**config.mk**
```make
export PLATFORM = sky130hd
export DESIGN_NAME = sdio3w_responder
export DESIGN_NICKNAME = d
export VERILOG_FILES = /design/src/rtl/sdio3w_responder.sv
export SDC_FILE = /design/constraint.sdc
export NUM_CORES = 1
export LEC_CHECK = 0
export ABC_AREA = 1
export BUFFER_PORTS_ARGS = -buffer_cell sky130_fd_sc_hd__clkbuf_2
export CAP_MARGIN = 20
export CORE_MARGIN = 2
export CORE_UTILIZATION = 30
export DETAILED_ROUTE_END_ITERATION = 8
export PLACE_DENSITY = 0.56
export SLEW_MARGIN = 20
export SYNTH_ARGS = -nofsm -noshare
export SYNTH_HDL_FRONTEND = slang
export SYNTH_SLANG_ARGS = --single-unit
```
**constraint.sdc**
```tcl
create_clock -name clk -period 1.5 [get_ports clk]
set_input_delay 0.075 -clock clk [delete_from_list [all_inputs] [get_ports clk]]
set_output_delay 0.075 -clock clk [all_outputs]
set_load 0.02 [all_outputs]
```
**src/rtl/sdio3w_responder.sv**
```systemverilog
// -----------------------------------------------------------------------------
// sdio3w_responder
//   Responder end of a 3-wire serial register bus (sclk, csn, bidirectional
//   sdio). sclk/csn/sdio are oversampled on the system clock. A frame is one
//   R/W bit (1 = read), ADDR_W address bits, then DATA_W data bits, all MSB
//   first and sampled on sclk rise. Writes are committed to the register port.
//   Reads fetch reg_rdata and shift it out on sclk fall through a tri-state
//   enable.
//
// Ports
//   clk, rst         system clock, synchronous active-high reset
//   sclk, csn        initiator serial clock / active-low frame select (async)
//   sdio_i           sdio pad input
//   sdio_o, sdio_oe  sdio pad output data / output enable (1 = drive)
//   reg_addr         register address, held from end of header to next frame
//   reg_wr           one-clk write strobe, reg_wdata valid alongside
//   reg_rd           one-clk read request
//   reg_rdata        read data, captured one clk after reg_rd
//   frame_err        one-clk pulse when a frame is aborted by csn rising early
// -----------------------------------------------------------------------------
module sdio3w_responder #(
    parameter int ADDR_W      = 7,
    parameter int DATA_W      = 8,
    parameter int SYNC_STAGES = 2
) (
    input  logic              clk,
    input  logic              rst,
    input  logic              sclk,
    input  logic              csn,
    input  logic              sdio_i,
    output logic              sdio_o,
    output logic              sdio_oe,
    output logic [ADDR_W-1:0] reg_addr,
    output logic              reg_wr,
    output logic [DATA_W-1:0] reg_wdata,
    output logic              reg_rd,
    input  logic [DATA_W-1:0] reg_rdata,
    output logic              frame_err
);

    // One shift register serves the header, the write data and the read data.
    localparam int SH_W  = (ADDR_W + 1 > DATA_W) ? ADDR_W + 1 : DATA_W;
    localparam int CNT_W = $clog2(SH_W + 1);

    typedef enum logic [2:0] {
        IDLE, HDR, WDATA, RTURN, RDATA, DONE
    } state_e;

    state_e state_q, state_d;

    logic [SYNC_STAGES-1:0] sclk_sync_q, csn_sync_q, sdio_sync_q;
    logic                   sclk_prev_q, csn_prev_q;

    logic [SH_W-1:0]   shift_q, shift_d;
    logic [CNT_W-1:0]  cnt_q, cnt_d;
    logic [ADDR_W-1:0] addr_q, addr_d;
    logic [DATA_W-1:0] wdata_q, wdata_d;
    logic              wr_q, wr_d;
    logic              rd_q, rd_d;
    logic              rd_pend_q, rd_pend_d;
    logic              err_q, err_d;
    logic              oe_q, oe_d;
    logic              o_q, o_d;

    logic sclk_s, csn_s, sdio_s;
    logic sclk_rise, sclk_fall, csn_rise, csn_fall;
    logic abort;
    logic [SH_W-1:0] shift_in;

    assign sclk_s = sclk_sync_q[SYNC_STAGES-1];
    assign csn_s  = csn_sync_q[SYNC_STAGES-1];
    assign sdio_s = sdio_sync_q[SYNC_STAGES-1];

    assign sclk_rise =  sclk_s & ~sclk_prev_q;
    assign sclk_fall = ~sclk_s &  sclk_prev_q;
    assign csn_rise  =  csn_s  & ~csn_prev_q;
    assign csn_fall  = ~csn_s  &  csn_prev_q;

    // sdio goes through the same number of stages as sclk, so the bit seen
    // alongside sclk_rise is the one present at the pin edge.
    assign shift_in = {shift_q[SH_W-2:0], sdio_s};

    // csn rising before the frame completes; it takes priority over any
    // sclk edge detected in the same clk.
    assign abort = csn_rise && (state_q inside {HDR, WDATA, RTURN, RDATA});

    always_comb begin
        // NOTE: every signal written here gets a default first so no path
        // leaves it unassigned, which would otherwise infer a latch.
        state_d   = state_q;
        shift_d   = shift_q;
        cnt_d     = cnt_q;
        addr_d    = addr_q;
        wdata_d   = wdata_q;
        wr_d      = 1'b0;
        rd_d      = 1'b0;
        rd_pend_d = rd_q;
        err_d     = 1'b0;
        oe_d      = oe_q;
        o_d       = o_q;

        if (abort) begin
            state_d = IDLE;
            oe_d    = 1'b0;
            o_d     = 1'b0;
            err_d   = 1'b1;
        end else begin
            case (state_q)
                IDLE: begin
                    oe_d = 1'b0;
                    o_d  = 1'b0;
                    if (csn_fall) begin
                        state_d = HDR;
                        cnt_d   = '0;
                    end
                end
                HDR: begin
                    if (sclk_rise) begin
                        shift_d = shift_in;
                        if (cnt_q == CNT_W'(ADDR_W)) begin
                            addr_d = shift_in[ADDR_W-1:0];
                            cnt_d  = '0;
                            if (shift_in[ADDR_W]) begin
                                rd_d    = 1'b1;
                                state_d = RTURN;
                            end else begin
                                state_d = WDATA;
                            end
                        end else begin
                            cnt_d = cnt_q + 1'b1;
                        end
                    end
                end
                WDATA: begin
                    if (sclk_rise) begin
                        shift_d = shift_in;
                        if (cnt_q == CNT_W'(DATA_W - 1)) begin
                            wr_d    = 1'b1;
                            wdata_d = shift_in[DATA_W-1:0];
                            state_d = DONE;
                        end else begin
                            cnt_d = cnt_q + 1'b1;
                        end
                    end
                end
                RTURN: begin
                    // The sclk high phase guarantees the read data has been
                    // captured before the turnaround fall arrives.
                    if (sclk_fall) begin
                        oe_d    = 1'b1;
                        o_d     = shift_q[DATA_W-1];
                        shift_d = shift_q << 1;
                        cnt_d   = CNT_W'(1);
                        state_d = RDATA;
                    end else if (rd_pend_q) begin
                        shift_d = SH_W'(reg_rdata);
                    end
                end
                RDATA: begin
                    if (sclk_fall) begin
                        if (cnt_q == CNT_W'(DATA_W)) begin
                            oe_d    = 1'b0;
                            o_d     = 1'b0;
                            state_d = DONE;
                        end else begin
                            o_d     = shift_q[DATA_W-1];
                            shift_d = shift_q << 1;
                            cnt_d   = cnt_q + 1'b1;
                        end
                    end
                end
                DONE: begin
                    oe_d = 1'b0;
                    if (csn_rise) state_d = IDLE;
                end
                default: state_d = IDLE;
            endcase
        end
    end

    // NOTE: sequential state uses non-blocking assignments so every flop
    // samples pre-edge values regardless of statement order.
    always_ff @(posedge clk) begin
        if (rst) begin
            // Synchronizers restart at bus-idle levels so no false edge is
            // seen leaving reset.
            sclk_sync_q <= '0;
            csn_sync_q  <= '1;
            sdio_sync_q <= '0;
            sclk_prev_q <= 1'b0;
            csn_prev_q  <= 1'b1;
            state_q     <= IDLE;
            // NOTE: the shift register and counter are reset too, so a frame
            // killed by reset leaves no stale bits behind.
            shift_q     <= '0;
            cnt_q       <= '0;
            addr_q      <= '0;
            wdata_q     <= '0;
            wr_q        <= 1'b0;
            rd_q        <= 1'b0;
            rd_pend_q   <= 1'b0;
            err_q       <= 1'b0;
            oe_q        <= 1'b0;
            o_q         <= 1'b0;
        end else begin
            sclk_sync_q <= {sclk_sync_q[SYNC_STAGES-2:0], sclk};
            csn_sync_q  <= {csn_sync_q[SYNC_STAGES-2:0], csn};
            sdio_sync_q <= {sdio_sync_q[SYNC_STAGES-2:0], sdio_i};
            sclk_prev_q <= sclk_s;
            csn_prev_q  <= csn_s;
            state_q     <= state_d;
            shift_q     <= shift_d;
            cnt_q       <= cnt_d;
            addr_q      <= addr_d;
            wdata_q     <= wdata_d;
            wr_q        <= wr_d;
            rd_q        <= rd_d;
            rd_pend_q   <= rd_pend_d;
            err_q       <= err_d;
            oe_q        <= oe_d;
            o_q         <= o_d;
        end
    end

    assign sdio_o    = o_q;
    assign sdio_oe   = oe_q;
    assign reg_addr  = addr_q;
    assign reg_wr    = wr_q;
    assign reg_wdata = wdata_q;
    assign reg_rd    = rd_q;
    assign frame_err = err_q;

endmodule

```
# Word level (Yosys, flattened, before mapping)
# Index checks and enable logic that the tools add are counted.
[classes]
add_sub_neg = 1
eq_ne = 20
mux = 37
bitwise_logic = 13
reduce_logical = 19
[op_table]
columns = ["cell", "n"]
rows = [
  ["8-bit two-way mux", 5],
  ["4-bit two-way mux", 8],
  ["3-bit two-way mux", 9],
  ["8-bit case mux with 3 select lines", 1],
  ["4-bit case mux with 5 select lines", 1],
  ["3-bit case mux with 6 select lines", 1],
  ["9-bit AND reduction", 2],
  ["2-bit inequality test, second input constant", 8],
  ["4-bit AND reduction", 3],
  ["1-bit two-way mux", 10],
  ["1-bit inverter", 9],
  ["3-bit nonzero test", 3],
  ["2-bit by 1-bit inequality test with 1-bit output, second input constant", 4],
  ["3-bit by 2-bit == test with 1-bit output, second input constant", 2],
  ["3-bit == test, second input constant", 2],
  ["1-bit case mux with 3 select lines", 2],
  ["6-bit AND reduction", 1],
  ["2-bit OR reduction", 3],
  ["5-bit nonzero test", 1],
  ["5-bit OR reduction", 1],
  ["4-bit by 1-bit adder with 4-bit output, second input constant", 1],
  ["1-bit bitwise AND", 4],
  ["4-bit by 3-bit == test with 1-bit output, second input constant", 1],
  ["4-bit == test, second input constant", 1],
  ["other kinds (7)", 7],
]
[word_totals]
register_bits = 44
output_inout_bits = 20

# Longest topological paths before layout
[depth]
ltp_word = 5
depth_mapped = 12
depth_no_buf = 12

# Worst setup path after synthesis
# No wires, ideal clock.
[synth_timing]
path_kind = "flip-flop to flip-flop"
start = "reg state_q[2]"
end = "reg shift_q[0]"
setup_ns = 0.115
arrival_ns = 1.290
path_slack_ns = 0.095
path_stages_with_launch = 9
n_path_buf = 1
path_cell_list = "dfxtp_1 inv_2 nand3_2 inv_2 nand2_2 o21a_4 buf_6 a21oi_1 nor2_1"
[synth_between]
elab_chain_len = 5
word_cells_on_any_way = 15
classes_between = "8 x eq/ne; 1 x mux; 1 x bitwise; 5 x reduce/logical"
[synth_rtl]
columns = ["element", "line_no", "text"]
rows = [
  ["start: declaration", "49", "state_e state_q, state_d;"],
  ["start signal: assignment", "211", "state_q <= state_d;"],
  ["3-bit by 1-bit == test with 1-bit output (tied with other cells)", "85, 108", ""],
  ["4-bit nonzero test", "85", "assign abort = csn_rise && (state_q inside {HDR, WDATA, RTURN, RDATA});"],
  ["1-bit logical AND", "85", ""],
  ["1-bit inverter (no source line)", "n/a", ""],
  ["6-bit AND reduction (no source line)", "n/a", ""],
  ["end signal: assignment", "212", "shift_q <= shift_d;"],
  ["end: declaration", "54", "logic [SH_W-1:0] shift_q, shift_d;"],
]
# Several ways; a longest one is shown, not always the timed one.
# A chain may end at the register's enable or synchronous reset.

# Worst setup path in the final report
[layout_timing]
start = "reg state_q[0]"
end = "reg shift_q[6]"
# Same word-level chain as after synthesis.

==> impl_metrics.csv <==
group,metric,value,unit
power_and_ir_drop,pwr-share-comb,56.0,%
route,drt_first_pass_iters,4,
hold_path,hold_class,"in -> reg",
global_routing,gr-total-overflow,0,
hold_path,holdPathEnd,"shift_q[5]",
route,wire_per_inst,12.7,µm
power_and_ir_drop,p_int,3.36,mW
die,start_util,30.8,%
timing,slew_violations,0,
die,coreArea,0.00672,mm²
critical_path,crit_path_top_delay_cell,"dfxtp_4",
critical_path,cp.required,1700,ps
global_routing,grt_start_max_net_pins,27,
power_and_ir_drop,irDropWorstVdd,611,µV
final_layout,mostFrequentLayoutCells,"46 x nand2_1, 40 x nor2_1, 39 x dfxtp_1",
timing,hold_viol_final,0,
route,num_vias,2129,
clock_tree,clockBufferDepth,2,
critical_path,r2r-end,"shift_q[6]",
logic_synthesis,ys_types,26,
critical_path,reg2reg_slack,40,ps
timing,worst_pin_slew,311,ps
placement,dp_hpwl,3800,µm
power_and_ir_drop,power_density,1970,mW/mm²
die,die_width,87.0,µm
final_layout,seq_area,897,µm²
final_layout,diodes,0,
power_and_ir_drop,total_power,5.86,mW
critical_path,crit_buf_inv,2,
final_layout,layout_commonest_cell,"nand2_1",
die,row_count,30,
outcome,status,"complete, no violations",
logic_synthesis,syn-cell-area,0.00207,mm²
logic_synthesis,syn_nets,318,
global_routing,antenna_found_initial,0,
critical_path,arrival,1660,ps
timing,clock_skew,10.7,ps
critical_path,path_depth,7,
clock_tree,clk_pin_slew,90,ps
global_routing,grtUsageTotal,14.6,%
placement,gp_congestion,0.904,
clock_tree,htreeDepth,2,
clock_tree,cts_tree,"yes",
logic_synthesis,syn_area_per_cell,6.83,µm²
job,drv_cap,0,
timing,period_share,97.5,%
hold_path,holdPathStages,5,
logic_synthesis,synth-edff-count,0,
power_and_ir_drop,netSwitchingFraction,42.7,%
final_layout,syn_to_final_growth,43.9,%
timing,whs,158,ps
timing,timing.fmax,684,MHz
route,drc,0,
final_layout,fillers,683,
timing,setup_viol,0,
logic_synthesis,synthCells,303,
logic_synthesis,synth_flop_cell,"dfxtp_1",
critical_path,cp-end-kind,"flop",
route,wl,5750,µm
critical_path,critPathLaunchType,"flop",
logic_synthesis,yosysSeqAreaShare,42.6,%
power_and_ir_drop,power.share.clock,15.9,%
logic_synthesis,synth_seq_cells,44,
route,postRouteAntennaNets,0,
critical_path,r2r-start,"state_q[0]",
placement,io_buffers,32,
critical_path,path_cells,"buf_6 > nand3_4 > inv_4 > nand2_8 > o21a_4 > a21oi_1 > nor2_1",
timing,relSlewSlack,79.0,%
critical_path,reg2reg_depth,7,
critical_path,slowest_delay,430,ps
hold_path,hp-start,"reg_rdata[5]",
die,die_h,87.0,µm
power_and_ir_drop,switchingPower,2.50,mW
final_layout,drive_above_1_share,37.7,%
final_layout,fin_nets,388,
timing,rsz0062_at_grt,"yes",
logic_synthesis,yosysWarnings,0,
power_and_ir_drop,seqPwrFrac,28.1,%
route,drtIter0Drc,169,
power_and_ir_drop,total_leakage_power,1.37,nW
critical_path,critPathTopFamily,"compound AO/OA/AOI/OAI gates",
global_routing,grt_pass1_wl,8690,µm
die,boundaryPins,33,
logic_synthesis,async_reset_ff_share,0,%
critical_path,path_class,"reg -> reg",
die,dieArea,0.00757,mm²
clock_tree,cts-buffers-inserted,5,
clock_tree,clk_latency,300,ps
final_layout,multi_input_area,0.00123,mm²
critical_path,worstPathMaxFanout,8,
clock_tree,cts_sinks,44,
global_routing,grt_pass1_vias,1890,
clock_tree,cts_root_buffer,"clkbuf_8",
route,via_per_inst,4.69,
timing,period_needed,1460,ps
cells in the mapped netlist (3+ instances only):
cell      n  area share [%]
nand2_1  65              12
nor2_1   48             8.7
dfxtp_1  44              43
inv_1    35             6.4
a21oi_1  27             6.5
o21ai_0  25             6.0
nand3_1  23             5.6
nand2_2   5             1.5
inv_2     4            0.73
buf_2     3            0.73
nor2_2    3            0.91
nor3_1    3            0.73
cell families (layout without fill, tap and decap cells):
family	count (synthesis)	count (layout)	synth area share, %
buffers and inverters	46	115	9.26
flip-flops	44	44	42.6
adder cells (fa/ha/maj)	2	2	1.21
AO/OA/AOI/OAI	56	57	14.3
AND/OR/NAND/NOR	155	156	32.6
tightest hold or removal path: stages:
cell and delay [ps]:
clkbuf_2 70, o21ai_0 90, nand3_1 80, nand2_1 40, nor2_1 70
flip-flops by register name (all words and copies together) (netlist names):
register	count
cnt_q	4
csn_prev_q	1
csn_sync_q	2
frame_err	1
rd_pend_q	1
reg_addr	7
reg_rd	1
reg_wdata	8
reg_wr	1
sclk_prev_q	1
sclk_sync_q	2
sdio_o	1
sdio_oe	1
sdio_sync_q	2
shift_q	8
state_q	3
worst max path at each step:
stage | startpoint | endpoint | slack (ps)
3_5_place_dp | cnt_q[1] | reg_addr[3] | -90
5_1_grt | state_q[0] | shift_q[6] | -40
6_report | state_q[0] | shift_q[6] | 40
4_1_cts | cnt_q[0] | cnt_q[1] | 3
2_1_floorplan | state_q[2] | shift_q[0] | 90
3_3_place_gp | cnt_q[1] | reg_addr[4] | -60
area by class of cell:
| cell class | instances | share of cell area [%] |
|---|---|---|
| clock buffers | 5 | 2.31 |
| clock inverters | 3 | 1.56 |
| inverters | 39 | 5.34 |
| multi-input cells | 215 | 41.4 |
| flip-flops and latches | 44 | 30.1 |
| well taps | 80 | 3.36 |
| repair buffers | 68 | 15.8 |
routing by layer:
layer	global-route usage [%]	part of all wire, %	vias up
met5	0	0	-
met4	5.54	1.7	0
met3	2.65	3.9	7
met2	23.0	47	43
met1	19.8	47	965
li1	-	-	1114
stage by stage:
step	util, %	area, µm²	worst slack, ps	setup TNS (ps)	cells
after CTS	39.6	2660	2.52	0	446
after detailed placement	36.9	2480	-88.9	-896	434
final	44.3	2980	37.8	0	454
after global routing	44.3	2980	-35.2	-172	454
after floorplan	-	2070	94.6	0	303
after global placement	36.9	2480	-61.9	-718	434
power groups by stage:
stage	logic, mW	registers (mW)	clock network (mW)
2_1_floorplan	1.76	1.55	0
3_3_place_gp	2.33	1.57	0
3_5_place_dp	2.34	1.57	0
4_1_cts	2.52	1.55	0.969
5_1_grt	3.65	1.68	1.01
6_report	3.28	1.65	0.932
timing repair:
item,CTS,global route
gates resized for setup,8,71
setup buffers,1,5
setup endpoints to repair,28,33
pin swaps,1,11
cloned,0,3
endpoints found under the hold margin,3,0
hold buffers,3,0
Power figures use the tool's default switching activity.
